--- src/rtl/tx_burst_scheduler_pkg.sv ---
// Shared types and constants for the TX burst scheduler: state encoding,
// word and channel widths, and the value DATA_IN takes out of reset.
package tx_burst_scheduler_pkg;

   localparam int unsigned WORD_W = 64;
   localparam int unsigned CH_W   = 3;
   localparam int unsigned CTR_W  = 4;
   localparam int unsigned MAX_CH = 8;

   localparam logic [1:0] IDLE_ENC  = 2'd0;
   localparam logic [1:0] GRANT_ENC = 2'd1;
   localparam logic [1:0] BURST_ENC = 2'd2;

   localparam logic [WORD_W-1:0] IDLE_WORD = '0;

   typedef enum logic [1:0] {
      IDLE  = IDLE_ENC,
      GRANT = GRANT_ENC,
      BURST = BURST_ENC
   } state_e;

endpackage

--- src/rtl/tx_burst_scheduler_if.sv ---
// Channel request bus plus framer-side output bus of the burst scheduler.
// The master modport is the scheduler; slave is the channels/framer side.
interface tx_burst_scheduler_if
   import tx_burst_scheduler_pkg::*;
#(
   parameter int unsigned NUM_CH = 4
);

   logic [NUM_CH-1:0]        REQ_VALID;
   logic [NUM_CH*WORD_W-1:0] REQ_DATA;
   logic [NUM_CH-1:0]        REQ_LAST;
   logic [NUM_CH-1:0]        REQ_READY;
   logic                     DATA_IN_READY;
   logic [WORD_W-1:0]        DATA_IN;
   logic                     DATA_TO_SEND;
   logic [CH_W-1:0]          CHANNEL_OUT;
   logic                     BURST_END;

   modport master (
      input  REQ_VALID, REQ_DATA, REQ_LAST, DATA_IN_READY,
      output REQ_READY, DATA_IN, DATA_TO_SEND, CHANNEL_OUT, BURST_END
   );

   modport slave (
      output REQ_VALID, REQ_DATA, REQ_LAST, DATA_IN_READY,
      input  REQ_READY, DATA_IN, DATA_TO_SEND, CHANNEL_OUT, BURST_END
   );

endinterface

--- src/rtl/tx_burst_scheduler_rr_pick.sv ---
// Round-robin picker: first requesting channel after `last`, wrapping
// modulo NUM_CH. Purely combinational.
module rr_pick
   import tx_burst_scheduler_pkg::*;
#(
   parameter int unsigned NUM_CH = 4
) (
   input  logic [NUM_CH-1:0] req,
   input  logic [CH_W-1:0]   last,
   output logic [CH_W-1:0]   sel,
   output logic              any
);

   logic [MAX_CH-1:0] req_w;
   logic [CH_W-1:0]   idx;

   assign req_w = MAX_CH'(req);

   // Walk the search order backwards so the nearest requester wins.
   always_comb begin
      sel = '0;
      any = 1'b0;
      idx = '0;
      for (int k = int'(NUM_CH); k >= 1; k--) begin
         idx = CH_W'((int'(last) + k) % int'(NUM_CH));
         if (req_w[idx]) begin
            sel = idx;
            any = 1'b1;
         end
      end
   end

endmodule

--- src/rtl/tx_burst_scheduler.sv ---
// Grants one channel at a time to the framer in bursts of up to BURST_MAX
// words, round-robin between channels, forwarding each word one cycle later.
module tx_burst_scheduler
   import tx_burst_scheduler_pkg::*;
#(
   parameter int unsigned NUM_CH    = 4,
   parameter int unsigned BURST_MAX = 8
) (
   input  logic                 USER_CLK,
   input  logic                 SYSTEM_RESET_N,
   tx_burst_scheduler_if.master bus
);

   state_e             state_q;
   logic [CH_W-1:0]    cur_ch_q;
   logic [CH_W-1:0]    last_ch_q;
   logic [CTR_W-1:0]   burst_ctr_q;
   logic [CTR_W-1:0]   burst_ctr_d;
   logic [WORD_W-1:0]  data_q;
   logic               send_q;
   logic [CH_W-1:0]    chan_q;
   logic               bend_q;

   logic [MAX_CH-1:0]  valid_w;
   logic [MAX_CH-1:0]  last_w;
   logic [MAX_CH-1:0]  ready_w;
   logic [WORD_W-1:0]  words [MAX_CH];
   logic [CH_W-1:0]    pick_sel;
   logic               pick_any;
   logic               accept_c;
   logic               burst_done_c;

   assign valid_w = MAX_CH'(bus.REQ_VALID);
   assign last_w  = MAX_CH'(bus.REQ_LAST);

   // Unpack the flat data bus into per-channel words, padded to MAX_CH.
   for (genvar g = 0; g < int'(MAX_CH); g++) begin : g_words
      if (g < int'(NUM_CH)) begin : g_used
         assign words[g] = bus.REQ_DATA[g*WORD_W +: WORD_W];
      end else begin : g_pad
         assign words[g] = IDLE_WORD;
      end
   end

   rr_pick #(.NUM_CH(NUM_CH)) u_rr_pick (
      .req  (bus.REQ_VALID),
      .last (last_ch_q),
      .sel  (pick_sel),
      .any  (pick_any)
   );

   assign accept_c     = (state_q == BURST) && valid_w[cur_ch_q] && bus.DATA_IN_READY;
   assign burst_done_c = last_w[cur_ch_q] || (burst_ctr_q == CTR_W'(BURST_MAX - 1));
   assign burst_ctr_d  = burst_ctr_q + CTR_W'(1);
   assign ready_w      = accept_c ? (MAX_CH'(1) << cur_ch_q) : '0;

   assign bus.REQ_READY    = NUM_CH'(ready_w);
   assign bus.DATA_IN      = data_q;
   assign bus.DATA_TO_SEND = send_q;
   assign bus.CHANNEL_OUT  = chan_q;
   assign bus.BURST_END    = bend_q;

   always_ff @(posedge USER_CLK or negedge SYSTEM_RESET_N) begin
      if (!SYSTEM_RESET_N) begin
         state_q     <= IDLE;
         cur_ch_q    <= '0;
         last_ch_q   <= CH_W'(NUM_CH - 1);
         burst_ctr_q <= '0;
         data_q      <= IDLE_WORD;
         send_q      <= 1'b0;
         chan_q      <= '0;
         bend_q      <= 1'b0;
      end else begin
         send_q <= accept_c;
         bend_q <= accept_c && burst_done_c;
         if (accept_c) begin
            data_q <= words[cur_ch_q];
            chan_q <= cur_ch_q;
         end

         case (state_q)
            IDLE: begin
               if (|bus.REQ_VALID) state_q <= GRANT;
            end
            GRANT: begin
               if (pick_any) begin
                  cur_ch_q    <= pick_sel;
                  burst_ctr_q <= '0;
                  state_q     <= BURST;
               end else begin
                  state_q <= IDLE;
               end
            end
            BURST: begin
               // Stalls (no accept) hold the grant and the counter.
               if (accept_c) begin
                  burst_ctr_q <= burst_ctr_d;
                  if (burst_done_c) begin
                     last_ch_q <= cur_ch_q;
                     state_q   <= GRANT;
                  end
               end
            end
            default: state_q <= IDLE;
         endcase
      end
   end

endmodule

--- src/flat_wrapper.sv ---
// flat-port wrapper written by rule: the top's interface ports become plain ports
module tx_burst_scheduler_flat import tx_burst_scheduler_pkg::*;
#(
   parameter int unsigned NUM_CH    = 4,
   parameter int unsigned BURST_MAX = 8
)
  (USER_CLK, SYSTEM_RESET_N, bus_REQ_VALID, bus_REQ_DATA, bus_REQ_LAST, bus_DATA_IN_READY, bus_REQ_READY, bus_DATA_IN, bus_DATA_TO_SEND, bus_CHANNEL_OUT, bus_BURST_END);
  tx_burst_scheduler_if #(.NUM_CH(NUM_CH)) bus_i ();
  input  logic USER_CLK;
  input  logic SYSTEM_RESET_N;
  input wire logic [$bits(bus_i.REQ_VALID)-1:0] bus_REQ_VALID;
  input wire logic [$bits(bus_i.REQ_DATA)-1:0] bus_REQ_DATA;
  input wire logic [$bits(bus_i.REQ_LAST)-1:0] bus_REQ_LAST;
  input wire logic [$bits(bus_i.DATA_IN_READY)-1:0] bus_DATA_IN_READY;
  output wire logic [$bits(bus_i.REQ_READY)-1:0] bus_REQ_READY;
  output wire logic [$bits(bus_i.DATA_IN)-1:0] bus_DATA_IN;
  output wire logic [$bits(bus_i.DATA_TO_SEND)-1:0] bus_DATA_TO_SEND;
  output wire logic [$bits(bus_i.CHANNEL_OUT)-1:0] bus_CHANNEL_OUT;
  output wire logic [$bits(bus_i.BURST_END)-1:0] bus_BURST_END;
  assign bus_i.REQ_VALID = bus_REQ_VALID;
  assign bus_i.REQ_DATA = bus_REQ_DATA;
  assign bus_i.REQ_LAST = bus_REQ_LAST;
  assign bus_i.DATA_IN_READY = bus_DATA_IN_READY;
  assign bus_REQ_READY = bus_i.REQ_READY;
  assign bus_DATA_IN = bus_i.DATA_IN;
  assign bus_DATA_TO_SEND = bus_i.DATA_TO_SEND;
  assign bus_CHANNEL_OUT = bus_i.CHANNEL_OUT;
  assign bus_BURST_END = bus_i.BURST_END;
  tx_burst_scheduler #(.NUM_CH(NUM_CH), .BURST_MAX(BURST_MAX)) u_core (.USER_CLK(USER_CLK), .SYSTEM_RESET_N(SYSTEM_RESET_N), .bus(bus_i));
endmodule
--- config.mk ---
export PLATFORM = sky130hd
export DESIGN_NAME = tx_burst_scheduler_flat
export DESIGN_NICKNAME = d
export VERILOG_FILES = /design/src/rtl/tx_burst_scheduler_pkg.sv /design/src/rtl/tx_burst_scheduler_if.sv /design/src/rtl/tx_burst_scheduler_rr_pick.sv /design/src/rtl/tx_burst_scheduler.sv /design/src/flat_wrapper.sv
export SDC_FILE = /design/constraint.sdc
export NUM_CORES = 1
export LEC_CHECK = 0
export CORE_AREA = 2 2 134 136
export DETAILED_ROUTE_END_ITERATION = 8
export DIE_AREA = 0 0 136 138
export HOLD_SLACK_MARGIN = 0.1
export PLACE_DENSITY = 0.67
export RECOVER_POWER = 50
export SLEW_MARGIN = 0
export SYNTH_ARGS = -nofsm -noshare
export SYNTH_HDL_FRONTEND = slang
export SYNTH_SLANG_ARGS = --single-unit
--- constraint.sdc ---
create_clock -name USER_CLK -period 1.9 [get_ports USER_CLK]
set_input_delay 0.19 -clock USER_CLK [delete_from_list [all_inputs] [get_ports USER_CLK]]
set_output_delay 0.19 -clock USER_CLK [all_outputs]
set_load 0.03 [all_outputs]
After elaboration in Yosys (flattened, before gate mapping)
Cells that the tools add are included.
W data, S select, Z words.
- register bits after elaboration: 80
- latch bits: 0
- bits in writable memories: 0
- ROM bits: 0
- output and inout bits: 73
- memories: 0
- add/sub/neg operators: 5
- multipliers: 0
- div/mod/pow operators: 0
- order comparisons: 6
- equal/unequal tests: 7
- shift-type cells: 1
- mux-type cells: 32
- bitwise gates (word level): 5
- reductions and logical operators: 15
- operators by type and width (kind ; count):
    $bmux W64 S3 ; 1
    $mux W64 ; 2
    $lt A3 B4 Y1 const B ; 5
    $bmux W1 S3 ; 6
    $mux W3 ; 4
    $mux W4 ; 3
    $mux W1 ; 10
    $reduce_and A3 Y1 ; 3
    $mux W2 ; 4
    $ne A2 B1 Y1 const B ; 4
    $pmux W4 S2 ; 1
    $reduce_or A2 Y1 ; 4
    $pmux W2 S3 ; 1
    $add A2 B1 Y2 const B ; 2
    $add A2 B2 Y2 const B ; 2
    $add A4 B1 Y4 const B ; 1
    $and A1 B1 Y1 const A ; 4
    $eq A4 B3 Y1 const B ; 1
    $ge A4 B4 Y1 const B ; 1
    $not A3 Y4 ; 1
    $reduce_or A4 Y1 ; 1
    $shl A1 B3 Y4 const A ; 1
    $logic_and A1 B1 Y1 ; 3
    $eq A2 B1 Y1 const B ; 1
    other kinds (5) ; 5

Depth between registers and ports, before layout
- depth in word-level cells: 11
- mapped depth: 7
- mapped depth without buffers: 6

Cells and area by module
Synthesis repeated with hierarchy kept, for this count alone.
- cells, all modules: 290
- area, all modules: 4783.3 um^2
- by module, submodules not included (module ; times used ; cells an instance ; area an instance (um^2) ; seq. area each (um^2)):
    tx_burst_scheduler ; 1 ; 274 ; 4680.7 ; 2029.4
    rr_pick ; 1 ; 16 ; 102.6 ; 0.0

Worst setup path after synthesis
OpenSTA, ideal clock, no wires.
- path kind: reg2out
- from: register u_core.cur_ch_q[0]
- to: output bus_REQ_READY[3]
- arrival: 1.693 ns
- data required time: 1.710 ns
- slack: 0.017 ns
- stages on the path, launching flop included: 5
- buffers on the path: 2
- cell sequence: dfrtp_1 -> buf_6 -> clkbuf_1 -> inv_1 -> nor3_1
- longest elaborated chain between the ends: 5
- RTL lines (what ; RTL line ; RTL):
    start: declaration ; tx_burst_scheduler.sv:15 ; logic [CH_W-1:0] cur_ch_q;
    start signal: assignment ; tx_burst_scheduler.sv:87 ; cur_ch_q <= pick_sel;
    $bmux W1 S3 ; tx_burst_scheduler.sv:52 ; assign accept_c = (state_q == BURST) && valid_w[cur_ch_q] && bus.DATA_IN_READY;
    $mux W1 (not written as such) ; tx_burst_scheduler.sv:52 ;
    $logic_and A1 B1 Y1 (2 in series) ; tx_burst_scheduler.sv:52 ;
    $mux W4 (*) ; tx_burst_scheduler.sv:55 ; assign ready_w = accept_c ? (MAX_CH'(1) << cur_ch_q) : '0;
    end: declaration ; flat_wrapper.sv:15 ; output wire logic [$bits(bus_i.REQ_READY)-1:0] bus_REQ_READY;
Every way passes the cells marked *; elsewhere a longest branch is shown, timed or not. The select of a mux whose other input is x is not followed.

Worst setup path after layout
- from: register u_core.cur_ch_q[0]
- to: register u_core.last_ch_q[1]
- longest elaborated chain between the ends: 5
- RTL lines (what ; RTL line ; RTL):
    $bmux W1 S3 ; tx_burst_scheduler.sv:52 ;
    $mux W1 (not written as such) ; tx_burst_scheduler.sv:52 ;
    $logic_and A1 B1 Y1 (2 in series) ; tx_burst_scheduler.sv:52 ;
    $reduce_and A3 Y1 (no source line) (*) ; -- ;
    end signal: assignment ; tx_burst_scheduler.sv:67 ; last_ch_q <= CH_W'(NUM_CH - 1);
    end signal: assignment ; tx_burst_scheduler.sv:99 ; last_ch_q <= cur_ch_q;
    end: declaration ; tx_burst_scheduler.sv:16 ; logic [CH_W-1:0] last_ch_q;
Marked as above.
A chain may end at the register's enable or synchronous reset.

==> run_results.csv <==
group,metric,value,unit
outcome,status,"finished, final reports clean",
finish,multi_input_area,2780,sq um
critical_path,rrSetupSlack,0.02,ns
place,dp.cells,874,
logic_synthesis,ys.flop_type,"dfrtp_1",
pwr,p_int,7570,uW
die,row_count,49,
logic_synthesis,seq_area_frac_synth,40.5,%
place,placed_cell_area,8670,sq um
die,core,17500,sq um
grt,antenna_found_initial,3,
sta,hold_viol,0,
cts,cts_tree,"built",
finish,fin_area,9080,sq um
logic_synthesis,yosys_register_bits,78,
place,port_buffers,338,
critical_path,crit_buf_inv,1,
logic_synthesis,synth_fp_nets,583,
sta,slew-limit-headroom,37.4,%
critical_path,path_delay_family,"multiplexers",
cts,clk_latency,0.33,ns
logic_synthesis,synth_cells,311,
finish,drive_gt1_share,29.8,%
critical_path,crit_fanout,7,
cts,root_buffer,"clkbuf_16",
critical_path,arrival,2.15,ns
sta,finalSetupViolations,0,
pwr,pwr-share-seq,24.0,%
grt,grt_use_met2,31.8,%
die,dieArea,18800,sq um
detailed_routing,firstDrtPassIters,4,
sta,min_period_over_period,99.0,%
logic_synthesis,ys_top_cells_by_area,"dfrtp_1, mux4_2, mux2_2",
sta,period_minus_slack,1.88,ns
detailed_routing,initialDrtViolationCount,208,
finish,stdcell_count,898,
logic_synthesis,async_flop_share,100,%
pwr,p_comb_share,61.9,%
die,ios,340,
pwr,power,12300,uW
logic_synthesis,netlist-cell-type-count,44,
pwr,p_sw_share,38.6,%
logic_synthesis,yosysWarnings,0,
finish,syn_to_final_growth,88.1,%
sta,rsz0062_at_grt,"yes",
grt,grt_use_met1,21.0,%
grt,use_met3,5.68,%
grt,top_usage_layer,"met2",
grt,grtUsageTotal,18.3,%
die,die_x,136,microns
cts,cts.clk_slew.worst_paths,0.06,ns
logic_synthesis,yosysTopAreaCellShare,39.4,%
detailed_routing,num_vias,4435,
worst_hold_path,hold_path.class,"flop to flop",
critical_path,endpoint_kind,"flop",
logic_synthesis,yosys.area.top_type,"dfrtp_1",
die,start_util,27.5,%
sta,tightest_slew,0.939,ns
detailed_routing,vias_per_cell,4.94,
cts,clockBufferDepth,2,
finish,fillers,1513,
cts,cts.sink_count,78,
critical_path,cpPeakStageDelay,0.51,ns
grt,grt_pass1_wl,26.4,mm
pwr,power_switching,4770,uW
detailed_routing,drc,0,
grt,grt_max_degree,48,
sta,slew_violations,0,
finish,nets,935,
sta,skew,0.00452,ns
place,place_congestion,0.878,
die,die_y,138,microns
logic_synthesis,netlist_area,4830,sq um
place,dpl.hpwl,14.3,mm
grt,grt_pass1_vias,4831,
sta,clock.fmax,0.531,GHz
detailed_routing,wl_per_cell,19.7,microns
pwr,p_clk_share,14.2,%
critical_path,cp.required,2.16,ns
critical_path,start_kind,"flop",
run,maxCapViolCount,0,
pwr,ir_drop,587,uV
finish,ff_latch_area,1960,sq um
detailed_routing,ant_nets,0,
pwr,p_leak,0.00350,uW
logic_synthesis,avgSynthCellArea,15.5,sq um
critical_path,crit_type,"flop to flop",
critical_path,critPathSlowestCell,"dfrtp_4",
logic_synthesis,synth-edff-count,0,
cts,htreeDepth,3,
pwr,p_per_area,1360,nW/um^2
grt,grt_overflow,0,
critical_path,crit_path_cell_trace,"buf_4 > mux4_2 > o21bai_4 > and2_4 > mux2_4",
detailed_routing,routed_wl,17.7,mm
cts,cts_made_buffers,9,
## per-stage QoR
step | setup TNS, ns | setup WS (ns) | hold WS (ns) | util, %
6_report | 0 | 0.0184 | 0.481 | 51.8
5_1_grt | -0.242 | -0.0376 | 0.505 | 51.8
4_1_cts | -0.00931 | -0.00931 | 0.373 | 51.5
3_5_place_dp | -0.438 | -0.0262 | 0.189 | 49.4
3_3_place_gp | 0 | 0.0149 | 0.185 | 49.4
2_1_floorplan | 0 | 0.0175 | -0.106 | -
## repair_timing
item | in CTS | in global routing
setup buffers | 2 | 4
resized for setup | 12 | 2
endpoints found under the hold margin | 33 | 0
pin swaps | 2 | 2
cloned | 0 | 0
hold buffers | 1 | 0
endpoints found under the setup margin | 64 | 8
## layout by cell type, fill, tap and decap left out, types with 2 or more instances in the layout
cell type        instances
dfstp_2                  2
nand2b_1                 3
clkdlybuf4s50_1        312
mux2_2                  65
nor2_4                   2
inv_1                    4
mux4_2                  66
o21ai_0                  4
nand2_1                 10
nand3_1                  6
nor2b_1                  2
ha_1                     4
o211ai_1                 5
diode_2                  2
nor3b_1                  2
clkbuf_16                9
mux2i_1                  2
dlygate4sd3_1           22
clkinvlp_4               4
buf_12                  12
a21oi_1                  3
buf_4                   19
nor2_1                   2
dfrtp_1                 74
## cell usage after synthesis (2+ instances only)
master    number
buf_6          2
mux4_2        66
dfrtp_1       76
nor2_1         4
dfstp_2        2
nand3_1        7
nand2b_1       3
clkbuf_1       6
nor3b_1        2
buf_1          3
nor3_1         2
o21ai_0        4
inv_1          5
o211ai_1       5
mux2_2        65
nor2b_1        2
mux2i_1        2
a21oi_1        3
nand2_1       10
ha_1           5
buf_2         13
buf_4          2
## kinds of logic (layout without fill, tap and decap cells)
logic type      after synthesis  in the layout  synth area share, %
compound gates               24             24                 4.02
other cells                   1              3               0.0776
mux                         134            134                 46.7
simple gates                 38             38                 4.27
fa+ha+maj                     5              5                 1.30
flops                        78             78                 40.5
buf+inv                      31            387                 3.21
## routing by layer
| layer | up-vias | wire (microns) |
|---|---|---|
| li1 | 1952 | - |
| met1 | 2215 | 6570 |
| met2 | 235 | 8990 |
| met3 | 33 | 1610 |
| met4 | 0 | 480 |
| met5 | - | 0 |
## sequential cells by signal (all words and copies together), names as in the netlist
name and count:
u_core.bus.BURST_END 1, u_core.bus.CHANNEL_OUT 2, u_core.burst_ctr_q 4, u_core.bus.DATA_IN 64
u_core.bus.DATA_TO_SEND 1, u_core.cur_ch_q 2, u_core.last_ch_q 2, u_core.state_q 2
## final cells by class
class,count,area share (%)
repair buffers,367,41.1
well taps,229,3.15
diodes,2,0.0551
clock buffers,10,2.63
clock inverters,5,0.661
multi-input cells,202,30.6
flip-flops and latches,78,21.6
inverters,5,0.207
## worst paths after layout
check / start / end / cells past startpoint
worst max-delay path: u_core.cur_ch_q[0] / u_core.last_ch_q[1] / 5
worst min-delay path: u_core.bus.CHANNEL_OUT[1] / u_core.bus.CHANNEL_OUT[1] / 1
worst max register to register: u_core.cur_ch_q[0] / u_core.last_ch_q[1] / 5
worst min register to register: u_core.bus.CHANNEL_OUT[1] / u_core.bus.CHANNEL_OUT[1] / 1
max in group asynchronous: SYSTEM_RESET_N / u_core.cur_ch_q[0] / 3
min in group asynchronous: SYSTEM_RESET_N / u_core.bus.DATA_IN[27] / 2
## power by group through the flow
stage / combinational, uW / sequential, uW / clock (uW)
global route: 8050 / 3060 / 1890
finish: 7630 / 2950 / 1750
detailed placement: 7610 / 3000 / 0
global placement: 7480 / 2960 / 0
CTS: 7710 / 2980 / 1810
floorplan: 3230 / 4290 / 0
Power figures use the tool's default switching activity.
